==> src/rtl/instr_fetch_unit.sv <==
// instr_fetch_unit: rv32i fetch front end driving imem_addr from F_PC, buffering {pc, instr} in a prefetch FIFO for decode (fetch_valid/ready/instr/pc), redirected by execute (redirect_valid/pc), halting with sticky fault/fault_pc on a misaligned target; clk, async active-high rst
module instr_fetch_unit #(
  parameter int ADDR_WIDTH = 32,
  parameter int DATA_WIDTH = 32,
  parameter logic [ADDR_WIDTH-1:0] RESET_PC = '0,
  parameter int FIFO_DEPTH = 2
) (
  input  logic                  clk,
  input  logic                  rst,
  output logic [ADDR_WIDTH-1:0] imem_addr,
  input  logic [DATA_WIDTH-1:0] imem_instruction,
  input  logic                  redirect_valid,
  input  logic [ADDR_WIDTH-1:0] redirect_pc,
  output logic                  fetch_valid,
  input  logic                  fetch_ready,
  output logic [DATA_WIDTH-1:0] fetch_instr,
  output logic [ADDR_WIDTH-1:0] fetch_pc,
  output logic                  fault,
  output logic [ADDR_WIDTH-1:0] fault_pc
);
  localparam int PW = $clog2(FIFO_DEPTH);
  localparam int CW = PW + 1;
  localparam logic [CW-1:0] FULL = CW'(FIFO_DEPTH);
  typedef enum logic {RUN, HALT} state_t;
  state_t state;
  logic [ADDR_WIDTH-1:0] f_pc;
  logic [ADDR_WIDTH-1:0] pc_m [FIFO_DEPTH];
  logic [DATA_WIDTH-1:0] in_m [FIFO_DEPTH];
  logic [PW-1:0] rd, wr;
  logic [CW-1:0] count;
  logic pop, push, redir;
  assign imem_addr = f_pc;
  assign fetch_valid = count != '0;
  assign fetch_instr = in_m[rd];
  assign fetch_pc = pc_m[rd];
  always_comb begin
    pop = fetch_valid & fetch_ready;
    redir = (state == RUN) & redirect_valid;
    push = (state == RUN) & ~redirect_valid & ((count < FULL) | pop);
  end
  always_ff @(posedge clk or posedge rst) begin
    if (rst) begin
      state <= RUN;
      f_pc <= RESET_PC;
      rd <= '0;
      wr <= '0;
      count <= '0;
      fault <= 1'b0;
      fault_pc <= '0;
      for (int i = 0; i < FIFO_DEPTH; i++) begin
        pc_m[i] <= '0;
        in_m[i] <= '0;
      end
    end else if (redir) begin
      rd <= '0;
      wr <= '0;
      count <= '0;
      if (redirect_pc[1:0] != 2'b00) begin
        state <= HALT;
        fault <= 1'b1;
        fault_pc <= redirect_pc;
      end else begin
        f_pc <= redirect_pc;
      end
    end else begin
      if (push) begin
        pc_m[wr] <= f_pc;
        in_m[wr] <= imem_instruction;
        wr <= wr + PW'(1);
        f_pc <= f_pc + ADDR_WIDTH'(4);
      end
      if (pop) rd <= rd + PW'(1);
      count <= count + CW'(push) - CW'(pop);
    end
  end
endmodule

==> config.mk <==
export PLATFORM = sky130hd
export DESIGN_NAME = instr_fetch_unit
export DESIGN_NICKNAME = d
export VERILOG_FILES = /design/src/rtl/instr_fetch_unit.sv
export SDC_FILE = /design/constraint.sdc
export NUM_CORES = 1
export LEC_CHECK = 0
export CAP_MARGIN = 30
export CORE_ASPECT_RATIO = 1.75
export CORE_UTILIZATION = 40
export DETAILED_ROUTE_END_ITERATION = 8
export GPL_TIMING_DRIVEN = 1
export PLACE_DENSITY = 0.65
export SYNTH_ARGS = -nofsm -noshare
export SYNTH_HDL_FRONTEND = slang
export SYNTH_SLANG_ARGS = --single-unit
==> constraint.sdc <==
create_clock -name clk -period 7.9 [get_ports clk]
set_clock_uncertainty 0.05 [all_clocks]
set_input_delay 1.185 -clock clk [delete_from_list [all_inputs] [get_ports clk]]
set_output_delay 1.185 -clock clk [all_outputs]
set_load 0.005 [all_outputs]
==> results of run 1 <==
-- kinds of logic after synthesis --
group                    count (synthesis)
adder cells (fa/ha/maj)                  3
buffers and inverters                   59
multiplexers                           223
AND/OR/NAND/NOR                        144
flip-flops                             197
XOR/XNOR                                 4
AO/OA/AOI/OAI                           80
-- flip-flops by register name, indices dropped and copies added (netlist names) --
register   cells
pc_m          64
fault_pc      32
count          2
wr             1
in_m          64
rd             1
imem_addr     32
state          1
-- worst max-delay path: stages, from the launching register on --
cell             delay [ns]
dfrtp_4                1.06
mux2_2                 0.42
clkdlybuf4s50_1        0.48
-- power by group --
group	total, mW	internal [mW]	switching [mW]
Clock	0.909	0.539	0.370
Combinational	1.64	1.15	0.496
Sequential	1.78	1.43	0.355
Total	4.33	3.11	1.22
-- per-stage QoR --
| stage | total power [mW] | cells | utilization [%] |
|---|---|---|---|
| after floorplan | 2.53 | 710 | - |
| after global placement | 3.43 | 1158 | 50.0 |
| after detailed placement | 3.47 | 1158 | 50.0 |
| after CTS | 4.40 | 1190 | 52.7 |
| after global routing | 4.61 | 1192 | 53.0 |
| final | 4.33 | 1192 | 53.0 |
-- cells in the final DEF (no fill, tap or decap), drive strengths merged, types with 2 or more instances in the layout --
cell | netlist | routed
a311oi | 4 | 4
inv | 5 | 5
nor4 | 14 | 14
o21ai | 10 | 10
nor3 | 6 | 6
nand4 | 17 | 17
and3 | 3 | 3
buf | 28 | 6
o31a | 2 | 2
clkinv | 1 | 4
nor4b | 5 | 5
dfrtp | 197 | 197
and2 | 6 | 6
bufinv | 0 | 3
or2 | 3 | 3
a211oi | 5 | 5
nor2 | 24 | 24
clkdlybuf4s50 | 0 | 197
and4 | 9 | 9
clkinvlp | 0 | 2
o22a | 2 | 2
nand2b | 4 | 4
nand2 | 31 | 31
mux2 | 222 | 222
ha | 3 | 3
a21oi | 25 | 25
clkbuf | 25 | 24
a2bb2oi | 4 | 4
a31oi | 2 | 2
o22ai | 5 | 5
o21bai | 4 | 4
a31o | 4 | 4
o211ai | 3 | 3
nand3 | 16 | 16
xnor2 | 3 | 3
-- final cells by class --
| class | count | area, um2 |
|---|---|---|
| Tap cell | 300 | 375 |
| Timing Repair Buffer | 203 | 2060 |
| Multi-Input combinational cell | 454 | 3980 |
| Clock buffer | 24 | 502 |
| Sequential cell | 197 | 4930 |
| Fill cell | 2046 | 10700 |
| Clock inverter | 8 | 120 |
| Inverter | 6 | 30.0 |
-- per-layer routing --
layer  share of wire (%)  vias up  global-route usage, %
met4                 3.1        0                   10.2
li1                    -     2932                      -
met3                 5.3       34                   4.27
met5                   0        -                      0
met1                  38     3251                   23.3
met2                  54      178                   35.3
-- path summary, 6_finish.rpt --
check	start	end	slack [ns]
setup reg to reg	state$_DFFE_PP0P_	in_m[56]$_DFFE_PP0P_	5.06
max in group asynchronous	rst	in_m[30]$_DFFE_PP0P_	5.23
hold / removal	fault_pc[1]$_DFFE_PP0P_	fault_pc[1]$_DFFE_PP0P_	0.43
min in group asynchronous	rst	in_m[14]$_DFFE_PP0P_	0.97
setup / recovery	rd$_DFFE_PP0P_	fetch_pc[17]	4.21
hold reg to reg	fault_pc[1]$_DFFE_PP0P_	fault_pc[1]$_DFFE_PP0P_	0.43
==> flow_metrics.py, run 1 <==
metrics = {
    "yosys": {
        "synth_fa_ha_area_share_pct": 0.408,
        "synth_area_per_cell_um2": 13.0,
        "synthArstFlopShare_pct": 100,
        "synth-simple-area-share_pct": 8.90,
        "synth_seq_area_share_pct": 53.5,
        "ys.flop_type": "dfrtp_1",
        "syn-cell-area_um2": 9210,
        "synth_top_area_cell": "dfrtp_1",
        "synth_edf_count": 0,
        "yosys-top-cells-area": "dfrtp_1 54%, mux2_2 27%, a21oi_1 1.4%",
        "synth.area.mux_share_pct": 27.3,
        "yosysMostFrequentCell": "mux2_2",
        "ys_ff_latch": 197,
        "syn_inst": 710,
        "synth_top_family_by_area": "multiplexers",
        "synth_top_area_share_pct": 53.5,
        "ys.warnings.count": 0,
        "synth_cell_types": 60,
        "synth_xor_area_share_pct": 0.380,
        "synth_compound_area_share_pct": 6.10,
        "synth_nets": 781,
        "synth_common_cells": "217 x mux2_2, 197 x dfrtp_1, 30 x nand2_1, 25 x a21oi_1, 24 x clkbuf_1",
    },
    "floorplan": {
        "die-area_um2": 23700,
        "die_y_um": 203,
        "coreArea_um2": 22700,
        "initial_core_util_pct": 40.7,
        "pin_count": 198,
        "die_w_um": 117,
        "rows": 73,
    },
    "global_routing": {
        "track_usage_pct": 20.4,
        "grt_pass1_vias": 6608,
        "antenna_found_initial": 0,
        "grt_overflow": 0,
        "grt_max_degree": 131,
        "grt_pass1_wl_mm": 36.3,
    },
    "timing": {
        "fmax_ghz": 0.271,
        "setup_tns_ns": 0,
        "worst_pin_slew_ns": 0.978,
        "fin_crit_sh_pct": 46.7,
        "layout_setup_ws_ns": 4.21,
        "finalMaxSlewViolations": 0,
        "hold-worst-slack_ns": 0.426,
        "rsz0062_at_grt": "no",
        "setup_viol": 0,
        "relSlewSlack_pct": 34.8,
        "min_period_ns": 3.69,
        "finalHoldViolCount": 0,
    },
    "clocking": {
        "ctsResizeCount": 0,
        "cts-hold-fix-buffers": 0,
        "clkTransAtPathRegs_ns": 0.07,
        "clk_latency_ns": 0.44,
        "cts_max_level": 4,
        "cts_buffer_depth": 2,
        "numCtsBuffers": 17,
        "postCtsSetupRepairBufs": 0,
        "cts_tree": "done",
        "cts.sinks": 197,
        "clockRootBuffer": "clkbuf_16",
    },
    "routing": {
        "drt_pre_antenna_iters": 4,
        "viasPerCell": 5.36,
        "postRouteWirelength_mm": 23.2,
        "drtAntennaViolNets": 0,
        "drtIter0Drc": 263,
        "routed-via-count": 6395,
        "drc": 0,
        "wl_per_cell_um": 19.4,
    },
    "placement": {
        "dpl.hpwl_mm": 15.7,
        "place_area_um2": 11300,
        "portBuffers": 197,
        "globalplace.congestion": 0.837,
        "pre_cts_ws_ns": 3.85,
    },
    "worst_setup_path": {
        "path_class": "flip-flop to output pin",
        "cp_max_fo": 65,
        "cp-end-kind": "output pin",
        "reg2reg_depth": 6,
        "crit_arrival_ns": 2.46,
        "cp-start-kind": "flip-flop",
        "required_ns": 6.66,
    },
    "job": {
        "drv_cap": 0,
    },
    "pwr": {
        "worst_ir_drop_vdd_mv": 0.164,
        "leakage_nw": 4.91,
        "powerDensity_nw_per_um2": 361,
    },
    "min_path": {
        "hold_path.class": "flip-flop to flip-flop",
        "holdPathStages": 2,
    },
    "cells_and_area": {
        "final_area_um2": 12000,
        "antenna_cells": 0,
        "layout-drive-gt1-share_pct": 30.3,
        "syn_to_final_growth_pct": 30.3,
        "final_nets": 950,
    },
    "outcome": {
        "status": "finished clean",
    },
}
No activity file was read; power rests on OpenSTA's default activity.
==> inputs of run 2 (changes only) <==
==> constraint.sdc (replaced) <==
create_clock -name clk -period 3.54 [get_ports clk]
set_clock_uncertainty 0.05 [all_clocks]
set_input_delay 0.531 -clock clk [delete_from_list [all_inputs] [get_ports clk]]
set_output_delay 0.531 -clock clk [all_outputs]
set_load 0.005 [all_outputs]
==> flow_metrics.py, run 2 (synthesis gave the netlist of run 1 again) <==
metrics = {
    "placement": {
        "dpl.hpwl_mm": 17.1,
        "globalplace.congestion": 0.841,
        "place_area_um2": 11500,
        "portBuffers": 197,
    },
    "worst_setup_path": {
        "cp-start-kind": "flip-flop",
        "cp_max_fo": 37,
        "required_ns": 2.96,
        "crit_arrival_ns": 2.35,
        "path_class": "flip-flop to output pin",
        "critical_path.slowest_cell": "dfrtp_4",
        "cp-end-kind": "output pin",
        "rrSetupSlack_ns": 0.99,
        "r2r_end": "pc_m[38]$_DFFE_PP0P_",
        "slowest_delay_ns": 0.72,
        "reg2reg_depth": 6,
        "crit_chain": "buf_12 > mux2_2 > clkdlybuf4s50_1",
        "rr_startpoint": "state$_DFFE_PP0P_",
    },
    "timing": {
        "fin_crit_sh_pct": 82.7,
        "fmax_ghz": 0.341,
        "setup_viol": 0,
        "worst_pin_slew_ns": 0.794,
        "finalMaxSlewViolations": 0,
        "min_period_ns": 2.93,
        "relSlewSlack_pct": 47.0,
        "rsz0062_at_grt": "no",
        "setup_tns_ns": 0,
        "finalHoldViolCount": 0,
    },
    "clocking": {
        "cts.sinks": 197,
        "cts_max_level": 4,
        "numCtsBuffers": 17,
        "postCtsSetupRepairBufs": 0,
        "cts_buffer_depth": 2,
        "cts_tree": "done",
        "clk_latency_ns": 0.44,
        "clkTransAtPathRegs_ns": 0.07,
        "cts-hold-fix-buffers": 0,
        "ctsResizeCount": 0,
        "clockRootBuffer": "clkbuf_16",
    },
    "floorplan": {
        "rows": 73,
        "die_y_um": 203,
        "coreArea_um2": 22700,
        "die-area_um2": 23700,
        "die_w_um": 117,
        "pin_count": 198,
        "initial_core_util_pct": 40.7,
    },
    "routing": {
        "postRouteWirelength_mm": 23.9,
        "routed-via-count": 6524,
        "drtIter0Drc": 410,
        "drc": 0,
        "drtAntennaViolNets": 0,
        "wl_per_cell_um": 19.8,
        "drt_pre_antenna_iters": 6,
        "viasPerCell": 5.42,
    },
    "cells_and_area": {
        "fill_cells": 2051,
        "final_nets": 961,
        "antenna_cells": 0,
        "most-common-layout-cells": "217 x mux2_2, 197 x clkdlybuf4s50_1, 196 x dfrtp_1, 30 x nand2_1, 25 x a21oi_1",
        "layout_commonest_cell": "mux2_2",
        "layout-drive-gt1-share_pct": 31.1,
        "final_area_um2": 12200,
        "utilization_pct": 53.7,
        "syn_to_final_growth_pct": 32.0,
        "top_regs": "in_m (64), pc_m (64)",
    },
    "outcome": {
        "status": "finished clean",
    },
    "min_path": {
        "holdPathStages": 2,
        "hold_path.class": "flip-flop to flip-flop",
        "whs_endpoint": "fault_pc[0]$_DFFE_PP0P_",
        "min_from": "fault_pc[0]$_DFFE_PP0P_",
    },
    "pwr": {
        "leakage_nw": 4.97,
        "worst_ir_drop_vdd_mv": 0.311,
        "power_mw": 9.80,
        "powerDensity_nw_per_um2": 806,
    },
    "global_routing": {
        "track_usage_pct": 21.1,
        "grt_pass1_wl_mm": 37.4,
        "grt_overflow": 0,
        "grt_pass1_vias": 6768,
        "grt_max_degree": 45,
        "antenna_found_initial": 0,
    },
    "job": {
        "drv_cap": 0,
    },
}
[run 2: cell types whose count changed in the layout (fill, tap and decap cells not counted), sizes merged]
| cell | previous run | this run |
|---|---|---|
| buf | 6 | 17 |
| clkbuf | 24 | 21 |
| clkinvlp | 2 | 5 |
| bufinv | 3 | 4 |
| clkinv | 4 | 3 |
[run 2: worst max path at each step]
stage	start	to	slack, ns	depth (start not counted)
3_3_place_gp	fetch_ready	pc_m[36]$_DFFE_PP0P_	0.71	7
3_5_place_dp	fetch_ready	pc_m[33]$_DFFE_PP0P_	0.65	7
4_1_cts	rd$_DFFE_PP0P_	fetch_pc[6]	0.58	3
6_report	rd$_DFFE_PP0P_	fetch_pc[6]	0.61	3
5_1_grt	rd$_DFFE_PP0P_	fetch_pc[6]	0.52	3
2_1_floorplan	rst	count[0]$_DFF_PP0_	0.41	1
[run 2: layout make-up]
type                    instances  area, um2  share of cell area [%]
multi-input cells             454       3980                    32.7
flip-flops and latches        197       4930                    40.6
inverters                       6       26.3                   0.216
repair buffers                214       2210                    18.2
clock buffers                  21        460                    3.79
well taps                     300        375                    3.09
clock inverters                11        173                    1.42
[run 2: per-stage QoR]
| step | setup slack [ns] | std cells | hold WS (ns) |
|---|---|---|---|
| floorplan | 0.413 | 710 | 0.404 |
| global route | 0.523 | 1203 | 0.461 |
| finish | 0.612 | 1203 | 0.430 |
| detailed placement | 0.651 | 1171 | 0.417 |
| global placement | 0.708 | 1171 | 0.415 |
| CTS | 0.578 | 1203 | 0.434 |
[run 2: critical path: cells and delay by family (launching register included)]
family | cells | cell delay (ns)
DFF | 1 | 0.72
buffers and inverters | 2 | 0.75
muxes | 1 | 0.41
[run 2: per-layer routing]
metal | up-vias | wire length (um) | global-route usage, %
met4 | 0 | 923 | 10.7
met3 | 48 | 1190 | 4.18
met1 | 3281 | 9100 | 23.7
li1 | 2974 | - | -
met5 | - | 0 | 0
met2 | 221 | 12600 | 37.1
[run 2: where the power goes]
| part | switching, mW | internal, mW | leakage (nW) |
|---|---|---|---|
| clock | 0.858 | 1.22 | 0.296 |
| sequential | 0.723 | 3.19 | 2.36 |
| combinational | 1.22 | 2.59 | 2.32 |
| total | 2.80 | 7.00 | 4.97 |
==> inputs of run 3 (changes only) <==
==> constraint.sdc (replaced) <==
create_clock -name clk -period 2.7 [get_ports clk]
set_clock_uncertainty 0.05 [all_clocks]
set_input_delay 0.405 -clock clk [delete_from_list [all_inputs] [get_ports clk]]
set_output_delay 0.405 -clock clk [all_outputs]
set_load 0.005 [all_outputs]
==> flow_metrics.py, run 3 (synthesis gave the netlist of run 1 again) <==
metrics = {
    "worst_setup_path": {
        "crit_arrival_ns": 2.11,
        "slowest_delay_ns": 0.57,
        "cp-start-kind": "flip-flop",
        "crit_buf_inv": 2,
        "critical_path.slowest_cell": "dfrtp_4",
        "required_ns": 2.25,
        "critPathTopFamily": "buffers and inverters",
        "rrSetupSlack_ns": 0.42,
        "cp_max_fo": 27,
        "crit_chain": "buf_12 > mux2_2 > clkdlybuf4s50_1",
        "path_class": "flip-flop to output pin",
        "cp-end-kind": "output pin",
    },
    "pwr": {
        "pwr-share-clk_pct": 18.8,
        "worst_ir_drop_vdd_mv": 0.437,
        "powerDensity_nw_per_um2": 1030,
        "p_sw_mw": 3.59,
        "p_sw_share_pct": 28.6,
        "seq_power_share_pct": 39.9,
        "pwr-share-comb_pct": 41.3,
        "leakage_nw": 5.01,
        "internal_power_mw": 8.97,
    },
    "global_routing": {
        "grt_pass1_vias": 6824,
        "grt_max_degree": 103,
        "track_usage_pct": 21.0,
        "grt_overflow": 0,
        "antenna_found_initial": 0,
        "grt_pass1_wl_mm": 37.4,
    },
    "cells_and_area": {
        "final_area_um2": 12200,
        "layout_commonest_cell": "mux2_2",
        "final_nets": 975,
        "utilization_pct": 53.7,
        "most-common-layout-cells": "217 x mux2_2, 197 x clkdlybuf4s50_1, 196 x dfrtp_1, 30 x nand2_1, 25 x a21oi_1",
        "syn_to_final_growth_pct": 32.0,
        "antenna_cells": 0,
        "layout-drive-gt1-share_pct": 31.8,
        "top_regs": "in_m (64), pc_m (64)",
    },
    "floorplan": {
        "initial_core_util_pct": 40.7,
        "die_y_um": 203,
        "pin_count": 198,
        "coreArea_um2": 22700,
        "die-area_um2": 23700,
        "rows": 73,
        "die_w_um": 117,
    },
    "timing": {
        "finalHoldViolCount": 0,
        "setup_tns_ns": 0,
        "fin_crit_sh_pct": 94.8,
        "relSlewSlack_pct": 54.7,
        "worst_pin_slew_ns": 0.674,
        "finalMaxSlewViolations": 0,
        "rsz0062_at_grt": "no",
        "fmax_ghz": 0.391,
        "setup_viol": 0,
        "min_period_ns": 2.56,
    },
    "clocking": {
        "cts_max_level": 4,
        "cts_tree": "done",
        "clk_latency_ns": 0.43,
        "clockRootBuffer": "clkbuf_16",
        "numCtsBuffers": 17,
        "cts.sinks": 197,
        "clkTransAtPathRegs_ns": 0.06,
        "cts_buffer_depth": 2,
    },
    "outcome": {
        "status": "finished clean",
    },
    "routing": {
        "drt_pre_antenna_iters": 4,
        "postRouteWirelength_mm": 23.6,
        "routed-via-count": 6514,
        "drtAntennaViolNets": 0,
        "viasPerCell": 5.37,
        "drc": 0,
        "wl_per_cell_um": 19.4,
        "drtIter0Drc": 409,
    },
    "job": {
        "drv_cap": 0,
    },
    "placement": {
        "dpl.hpwl_mm": 16.8,
        "globalplace.congestion": 0.926,
        "portBuffers": 197,
        "place_area_um2": 11600,
    },
    "min_path": {
        "hold_path.class": "primary input to asynchronous set/reset pin",
    },
}
[run 3: cell types whose count changed in the layout (fill, tap and decap cells not counted), moves of 2 or more]
cell and change:
clkinvlp_4 -3, clkinv_2 +2, bufinv_16 -3, buf_4 +14
[run 3: layout make-up]
type	count	area, um2
clock buffers	23	478
repair buffers	228	2310
well taps	300	375
flip-flops and latches	197	4930
multi-input cells	454	3980
clock inverters	5	52.6
inverters	6	26.3
fillers	2042	10500
[run 3: worst paths after layout]
kind                                                from                   endpoint  cells after the start
worst min register to register   fault_pc[0]$_DFFE_PP0P_    fault_pc[0]$_DFFE_PP0P_                      2
worst max-delay path                      rd$_DFFE_PP0P_                fetch_pc[6]                      3
min in group clk                 fault_pc[0]$_DFFE_PP0P_    fault_pc[0]$_DFFE_PP0P_                      2
worst max register to register  imem_addr[2]$_DFFE_PP0P_  imem_addr[20]$_DFFE_PP0P_                      5
worst min-delay path                                 rst       in_m[10]$_DFFE_PP0P_                      3
max in group asynchronous                            rst    fault_pc[5]$_DFFE_PP0P_                      3
[run 3: power groups by stage]
stage,Combinational [mW],Sequential (mW),Clock (mW)
detailed placement,5.20,5.10,0
finish,5.19,5.01,2.36
CTS,5.23,5.05,2.44
floorplan,2.61,4.79,0
global route,5.62,5.20,2.54
global placement,5.13,5.04,0
[run 3: per-layer routing]
layer  vias to the layer above  routed length [um]  GRT usage [%]
met2                       184               12800           37.4
met4                         0                 812           9.90
met5                         -                   0              0
met3                        47                1070           4.12
met1                      3295                8890           23.5
li1                       2988                   -              -
[run 3: timing repair]
action                                  CTS  global route
hold buffers                              0             0
setup buffers                             0             1
resized for setup                         0             0
endpoints found under the setup margin    0            21
[run 3: stage by stage]
stage               setup slack (ns)  hold slack [ns]  std cells  power, mW
floorplan                     -0.301            0.404        710       7.40
global placement               0.180            0.414       1184       10.2
detailed placement             0.138            0.420       1184       10.3
CTS                         0.000940            0.436       1212       12.7
global route                  0.0673            0.451       1213       13.4
finish                         0.140            0.428       1213       12.6
[run 3: worst reg2reg max path: cells and delay by family, from the launching register on]
family                   cells  cell delay [ns]
AO/OA/AOI/OAI                2             0.43
adder cells (fa/ha/maj)      1             0.30
flip-flops                   1             0.53
AND/OR/NAND/NOR              2             0.87
